==> src/rtl/servant_uart_pkg.sv <==
// Shared constants for the servant UART blocks: FSM encodings, status bit
// positions and the clear-overflow command bit.
package servant_uart_pkg;

  localparam logic [1:0] ST_IDLE  = 2'd0;
  localparam logic [1:0] ST_START = 2'd1;
  localparam logic [1:0] ST_DATA  = 2'd2;
  localparam logic [1:0] ST_STOP  = 2'd3;

  localparam int STAT_BUSY   = 0;
  localparam int STAT_FULL   = 1;
  localparam int STAT_OVF    = 2;
  localparam int CLR_OVF_BIT = 8;

  function automatic logic [31:0] pack_status(input logic busy, input logic full,
                                              input logic ovf);
    logic [31:0] s;
    s            = '0;
    s[STAT_BUSY] = busy;
    s[STAT_FULL] = full;
    s[STAT_OVF]  = ovf;
    return s;
  endfunction

endpackage

==> src/rtl/servant_fifo.sv <==
// Byte-wide synchronous FIFO, depth 2**AW. A pop frees a slot in the same
// cycle, so a push into a full FIFO is accepted when a pop happens alongside.
module servant_fifo #(
  parameter int AW = 2
) (
  input  logic       clk_i,
  input  logic       rst_i,
  input  logic       push_i,
  input  logic       pop_i,
  input  logic [7:0] din_i,
  output logic [7:0] dout_o,
  output logic       full_o,
  output logic       empty_o
);

  logic [7:0]  mem_q [2**AW];
  logic [AW:0] wptr_q, wptr_d;
  logic [AW:0] rptr_q, rptr_d;
  logic        do_push, do_pop;

  assign empty_o = (wptr_q == rptr_q);
  assign full_o  = (wptr_q[AW] != rptr_q[AW]) && (wptr_q[AW-1:0] == rptr_q[AW-1:0]);
  assign do_pop  = pop_i && !empty_o;
  assign do_push = push_i && (!full_o || do_pop);
  assign dout_o  = mem_q[rptr_q[AW-1:0]];

  // NOTE: every signal assigned in always_comb gets a default first, so no path can infer a latch.
  always_comb begin
    wptr_d = wptr_q;
    rptr_d = rptr_q;
    if (do_push) wptr_d = wptr_q + 1'b1;
    if (do_pop)  rptr_d = rptr_q + 1'b1;
  end

  // NOTE: sequential state uses non-blocking assignments so all registers update from pre-edge values.
  always_ff @(posedge clk_i) begin
    if (rst_i) begin
      wptr_q <= '0;
      rptr_q <= '0;
    end else begin
      wptr_q <= wptr_d;
      rptr_q <= rptr_d;
    end
  end

  // NOTE: storage is deliberately not reset; the pointers alone define which entries are valid.
  always_ff @(posedge clk_i) begin
    if (do_push) mem_q[wptr_q[AW-1:0]] <= din_i;
  end

endmodule

==> src/rtl/servant_uart_tx.sv <==
// Buffered 8N1 UART transmitter on a one-address Wishbone slot: writes fill a
// FIFO, a baud-rate FSM drains it LSB first, reads return a status word.
module servant_uart_tx
  import servant_uart_pkg::*;
#(
  parameter int DIV     = 139,
  parameter int FIFO_AW = 2
) (
  input  logic        i_clk,
  input  logic        i_rst,
  input  logic        i_wb_cyc,
  input  logic        i_wb_we,
  input  logic [31:0] i_wb_dat,
  output logic [31:0] o_wb_rdt,
  output logic        o_tx,
  output logic        o_busy
);

  localparam int CNT_W = $clog2(DIV);
  localparam logic [CNT_W-1:0] BAUD_RELOAD = CNT_W'(DIV - 1);

  logic [1:0]       state_q, state_d;
  logic [CNT_W-1:0] baud_q, baud_d;
  logic [2:0]       bit_q, bit_d;
  logic [7:0]       shift_q, shift_d;
  logic             ovf_q, ovf_d;

  logic       fifo_push, fifo_pop, fifo_full, fifo_empty;
  logic [7:0] fifo_dout;
  logic       wr, clr_cmd, baud_end;
  logic       unused_dat;

  assign wr         = i_wb_cyc && i_wb_we;
  assign clr_cmd    = wr && i_wb_dat[CLR_OVF_BIT];
  assign fifo_push  = wr && !i_wb_dat[CLR_OVF_BIT];
  assign baud_end   = (baud_q == '0);
  assign unused_dat = ^i_wb_dat[31:9];

  servant_fifo #(.AW(FIFO_AW)) u_fifo (
    .clk_i   (i_clk),
    .rst_i   (i_rst),
    .push_i  (fifo_push),
    .pop_i   (fifo_pop),
    .din_i   (i_wb_dat[7:0]),
    .dout_o  (fifo_dout),
    .full_o  (fifo_full),
    .empty_o (fifo_empty)
  );

  always_comb begin
    state_d  = state_q;
    baud_d   = baud_q;
    bit_d    = bit_q;
    shift_d  = shift_q;
    fifo_pop = 1'b0;
    unique case (state_q)
      ST_IDLE: begin
        if (!fifo_empty) begin
          fifo_pop = 1'b1;
          shift_d  = fifo_dout;
          baud_d   = BAUD_RELOAD;
          state_d  = ST_START;
        end
      end
      ST_START: begin
        if (baud_end) begin
          baud_d  = BAUD_RELOAD;
          bit_d   = '0;
          state_d = ST_DATA;
        end else begin
          baud_d = baud_q - 1'b1;
        end
      end
      ST_DATA: begin
        if (baud_end) begin
          baud_d  = BAUD_RELOAD;
          shift_d = {1'b0, shift_q[7:1]};
          if (bit_q == 3'd7) state_d = ST_STOP;
          else               bit_d   = bit_q + 1'b1;
        end else begin
          baud_d = baud_q - 1'b1;
        end
      end
      ST_STOP: begin
        if (baud_end) begin
          // Chain straight into the next start bit so queued bytes leave with no idle gap.
          if (!fifo_empty) begin
            fifo_pop = 1'b1;
            shift_d  = fifo_dout;
            baud_d   = BAUD_RELOAD;
            state_d  = ST_START;
          end else begin
            state_d = ST_IDLE;
          end
        end else begin
          baud_d = baud_q - 1'b1;
        end
      end
      default: state_d = ST_IDLE;
    endcase
  end

  // A push into a full FIFO still lands when the FSM pops in the same cycle.
  always_comb begin
    ovf_d = ovf_q;
    if (clr_cmd)                                ovf_d = 1'b0;
    else if (fifo_push && fifo_full && !fifo_pop) ovf_d = 1'b1;
  end

  always_ff @(posedge i_clk) begin
    if (i_rst) begin
      state_q <= ST_IDLE;
      baud_q  <= '0;
      bit_q   <= '0;
      shift_q <= '0;
      ovf_q   <= 1'b0;
    end else begin
      state_q <= state_d;
      baud_q  <= baud_d;
      bit_q   <= bit_d;
      shift_q <= shift_d;
      ovf_q   <= ovf_d;
    end
  end

  always_comb begin
    o_tx = 1'b1;
    if (state_q == ST_START)     o_tx = 1'b0;
    else if (state_q == ST_DATA) o_tx = shift_q[0];
  end

  assign o_busy   = (state_q != ST_IDLE) || !fifo_empty;
  assign o_wb_rdt = pack_status(o_busy, fifo_full, ovf_q);

endmodule
==> config.mk <==
export PLATFORM = sky130hd
export DESIGN_NAME = servant_uart_tx
export DESIGN_NICKNAME = d
export VERILOG_FILES = /design/src/rtl/servant_uart_pkg.sv /design/src/rtl/servant_fifo.sv /design/src/rtl/servant_uart_tx.sv
export SDC_FILE = /design/constraint.sdc
export NUM_CORES = 1
export LEC_CHECK = 0
export CORE_UTILIZATION = 55
export DETAILED_ROUTE_END_ITERATION = 7
export HOLD_SLACK_MARGIN = 0.02
export PLACE_DENSITY = 0.85
export SYNTH_ARGS = -nofsm -noshare
export SYNTH_HDL_FRONTEND = slang
export SYNTH_SLANG_ARGS = --single-unit
export TNS_END_PERCENT = 10
==> constraint.sdc <==
create_clock -name i_clk -period 5.6 [get_ports i_clk]
set_input_delay 1.12 -clock i_clk [delete_from_list [all_inputs] [get_ports i_clk]]
set_output_delay 1.12 -clock i_clk [all_outputs]
set_load 0.005 [all_outputs]
# Word-level counts from Yosys, hierarchy flattened
# Memories as Yosys holds them, arrays and structs flattened. A register that Yosys moved wholly into a read port is not among the register bits.
# Index checks and enable logic that the tools add are counted.
[word_totals]
register_bits = 28
n_memories = 1
ram_bits = 32
inputBits = 36
[op_classes]
mux = 28
add_sub_neg = 4
n_eq_ne = 13
n_reduce_logical = 24
[memory_table]
columns = ["memory", "words", "word_bits", "rd", "rd_clocked_by_memory_dff", "write_ports", "line", "text"]
rows = [
  ["u_fifo.mem_q", 4, 8, 1, 1, 1, "servant_fifo.sv:16", "logic [7:0] mem_q [2**AW];"],
]
[op_table]
columns = ["cell", "count"]
rows = [
  ["$mux 8", 6],
  ["$pmux 8 s3", 2],
  ["$mux 2", 7],
  ["$ne 2x2->1 const B", 6],
  ["$add 3x1->3 const B", 3],
  ["$mux 3", 3],
  ["$logic_and 1x1->1", 8],
  ["$logic_not 8->1", 1],
  ["$pmux 2 s4", 1],
  ["$sub 8x1->8 const B", 1],
  ["$mux 1", 7],
  ["$pmux 3 s2", 1],
  ["$reduce_and 5->1", 1],
  ["$eq 2x2->1 const B", 2],
  ["$logic_not 1->1", 4],
  ["$reduce_and 4->1", 1],
  ["$reduce_bool 2->1", 2],
  ["$reduce_or 2->1", 2],
  ["$eq 3x3->1", 1],
  ["$eq 3x3->1 const B", 1],
  ["$reduce_and 3->1", 1],
  ["$reduce_bool 3->1", 1],
  ["$eq 2x1->1 const B", 1],
  ["$eq 2x2->1", 1],
  ["other kinds (4)", 5],
]

# Logic depth before layout (Yosys ltp)
[logic_depth]
ltp_word = 9
ltp_mapped = 8
mapped_depth_nobuf = 6

# Cells and area by module
# From an unflattened synthesis, not the netlist that was laid out.
[hier_totals]
cells_unflattened = 283
area_unflattened_um2 = 3325.7
[by_module_without_submodules]
columns = ["mod", "area_per_inst_um2", "n_inst", "cells_per_inst"]
rows = [
  ["servant_fifo", 1699.1, 1, 97],
  ["servant_uart_tx", 1626.6, 1, 186],
]

# Worst setup path after synthesis
# OpenSTA, ideal clock, no wires.
[synth_path]
kind = "in2reg"
start = "input port i_wb_dat[8]"
end = "memory u_fifo.mem_q[0][0], enable pin"
path_slack_ps = 3159
stages = 4
n_path_buf = 0
arrival_time_ps = 2109
cell_sequence = "nand3b_1 -> nand2b_1 -> o22ai_1 -> and2_1"
[synth_via]
elab_chain_cells = 5
[synth_lines]
columns = ["element", "line", "text"]
rows = [
  ["start, declared", "servant_uart_tx.sv:13", "input logic [31:0] i_wb_dat,"],
  ["$logic_not 1->1", "servant_uart_tx.sv:35", "assign fifo_push = wr && !i_wb_dat[CLR_OVF_BIT];"],
  ["$logic_and 1x1->1", "servant_uart_tx.sv:35", ""],
  ["$logic_and 1x1->1", "servant_fifo.sv:24", "assign do_push = push_i && (!full_o || do_pop);"],
  ["$mux 1", "servant_fifo.sv:48", "if (do_push) mem_q[wptr_q[AW-1:0]] <= din_i;"],
  ["$mux 1 (not written as such)", "servant_fifo.sv:48", ""],
  ["end, declared", "servant_fifo.sv:16", ""],
]
# No other way between the ends.

# Worst setup path after layout
[layout_path]
start = "register u_fifo.wptr_q[0]"
end = "output port o_busy"
[layout_via]
elab_chain_cells = 3
[layout_lines]
columns = ["element", "line", "text"]
rows = [
  ["start, declared", "servant_fifo.sv:17", "logic [AW:0] wptr_q, wptr_d;"],
  ["start signal, assigned", "servant_fifo.sv:41", "wptr_q <= wptr_d;"],
  ["$eq 3x3->1", "servant_fifo.sv:21", "assign empty_o = (wptr_q == rptr_q);"],
  ["$logic_not 1->1", "servant_uart_tx.sv:132", "assign o_busy = (state_q != ST_IDLE) || !fifo_empty;"],
  ["$logic_or 1x1->1", "servant_uart_tx.sv:132", ""],
  ["end, declared", "servant_uart_tx.sv:16", "output logic o_busy"],
]
# No other way between the ends.

==> results.cfg <==
[grt]
grt_max_degree = 30
first_global_vias = 2034
grt_pass1_wl_um = 9560
grt_usage_pct = 20.4
antenna_found_initial = 0
grt_overflow = 0

[routing]
drc = 0
viasPerCell = 5.79
drt_wl_total_um = 5910
vias = 2216
detail-route-antenna-nets = 0
dr.pass1.iters = 4
drtIter0Drc = 138
wl_per_cell_um = 15.4

[critical_path]
cp-start-kind = flop
slowest_delay_ps = 550
endpoint_kind = primary output
critical_path_required_ps = 4480
crit_fanout = 6
crit_chain = xor2_1, nor3_1, nand2_1, clkdlybuf4s50_1
crit_type = flop to primary output
crit_slowest_cell = nor3_1
arrival_ps = 2120

[job]
maxCapViolations = 0

[place]
dpl_worst_slack_ps = 2320
placed_cells = 367
dpl.hpwl_um = 4110
port_buffers = 17
place.gp.congestion = 0.833
placed_area_sq_um = 3380

[layout]
nets = 356
diodes = 0
final_area_sq_um = 3600
layout-drive-gt1-share_pct = 11.3
utilization_pct = 63.8
post_layout_nonfiller_instances = 383
area_growth_pct = 8.86

[pwr]
power_mw = 1.83
power.leakage_nw = 1.36
powerDensity_nw_per_um2 = 507
ir_worst_vdd_mv = 0.304

[timing]
fmax_mhz = 309
hold_viol = 0
post-route-period-util_pct = 57.9
finalSetupViolCount = 0
tns_ps = 0
finalCriticalPeriod_ps = 3240
rsz0062_at_grt = false
finClkSkew_ps = 11.4
slew_viol_final = 0
fin_ws_ps = 2360
holdWs_ps = 464
slew-limit-headroom_pct = 25.5
tightest_slew_ps = 1110

[cts]
cts_setup_buffers = 0
path_clk_slew_ps = 70
clk_latency_ps = 340
ctsRootBufferMaster = clkbuf_8
cts_resized = 0
cts_hold_buf = 0
cts_buffers = 9
cts_tree = done
cts.sinks = 62
clockBufferDepth = 2
ctsHtreeMaxLevel = 3

[yosys]
yosys.cell_types.count = 53
syn_area_per_cell_sq_um = 11.3
synth-seq-area-share_pct = 47.2
synth_area_sq_um = 3310
yosysTopAreaCell = edfxtp_1
synth_edf_count = 32
yosys_most_used_dff = edfxtp_1
synth_area_leaders = edfxtp_1 29%, dfxtp_1 18%, buf_4 7.5%
synth_cells = 293
synth.top_cell.area_share_pct = 29.1
synth_warnings = 0
synth-seq-cells = 62
async_flop_share_pct = 0

[run_status]
status = complete, no violations

[min_path]
holdCritPathClass = flop to flop

[floorplan]
ios = 70
die_x_um = 79.5
dieArea_sq_um = 6320
placementRows = 27
initial_core_util_pct = 58.6
coreArea_sq_um = 5640
die_y_um = 79.5
cell usage in the layout, fill, tap and decap left out, types with 3 or more instances in the layout:
cell             count
xor2_1               5
nor2b_1              4
nand2_1             14
and2_1               6
a311oi_1             8
a21oi_1             25
mux2i_1              9
mux4_2               8
clkbuf_8             9
nand4_1              4
inv_1               13
dfxtp_1             30
mux2_2               4
clkdlybuf4s50_1     17
conb_1              29
xnor2_1              3
nand3_1              5
o21ai_0              4
nor3_1               7
ha_1                14
o211ai_1             3
nor2_1              10
a211oi_1             6
o22ai_1              3
edfxtp_1            32
final cells by class:
| type | count | area [sq um] |
|---|---|---|
| fill | 430 | 2040 |
| clock buffer | 10 | 128 |
| sequential | 62 | 1560 |
| inverter | 14 | 52.6 |
| clock inverter | 6 | 86.3 |
| tap | 72 | 90.1 |
| timing repair buffer | 18 | 178 |
| multi-input combinational | 201 | 1500 |
sequential cells by signal, indices dropped and copies added, names as in the netlist, named ones only:
name / flops
u_fifo.mem_q: 32
state_q: 2
ovf_q: 1
baud_q: 8
u_fifo.rptr_q: 3
shift_q: 8
u_fifo.wptr_q: 3
bit_q: 3
layer usage:
metal / track usage (%) / wire, um / vias to the layer above
li1: - / - / 1066
met3: 6.97 / 289 / 7
met1: 24.4 / 2560 / 1075
met5: 0 / 0 / -
met4: 7.27 / 40 / 0
met2: 33.8 / 3030 / 68
where the power goes:
group	total, mW	switching, mW	internal, mW
logic	0.787	0.442	0.345
clock network	0.426	0.176	0.250
registers	0.613	0.0693	0.543
path summary, 6_finish.rpt:
kind                          from  slack (ps)  depth (start not counted)                  to
setup / recovery  u_fifo.wptr_q[0]        2360                          4              o_busy
hold / removal            bit_q[1]         460                          2            bit_q[1]
setup reg to reg         baud_q[2]        2870                          4  u_fifo.mem_q[2][5]
hold reg to reg           bit_q[1]         460                          2            bit_q[1]
cells in the mapped netlist (7+ instances only):
cell type	instances
nor3_1	7
mux4_2	8
buf_4	33
mux2i_1	9
a311oi_1	8
nand2_1	14
a21oi_1	25
ha_1	14
nor2_1	10
edfxtp_1	32
inv_1	13
dfxtp_1	30
critical path, delay by kind of cell (launching register included):
family        cells  cell delay, ps
flops             1             450
xor+xnor          1             140
buf+inv           1             480
simple gates      2             710
cell families after synthesis:
kind of cell	synth area share [%]
AO/OA/AOI/OAI	15.2
XOR/XNOR	2.12
adder cells (fa/ha/maj)	5.30
buffers and inverters	10.5
flip-flops	47.2
multiplexers	9.88
other	0.113
AND/OR/NAND/NOR	9.65
Power figures use the tool's default switching activity.
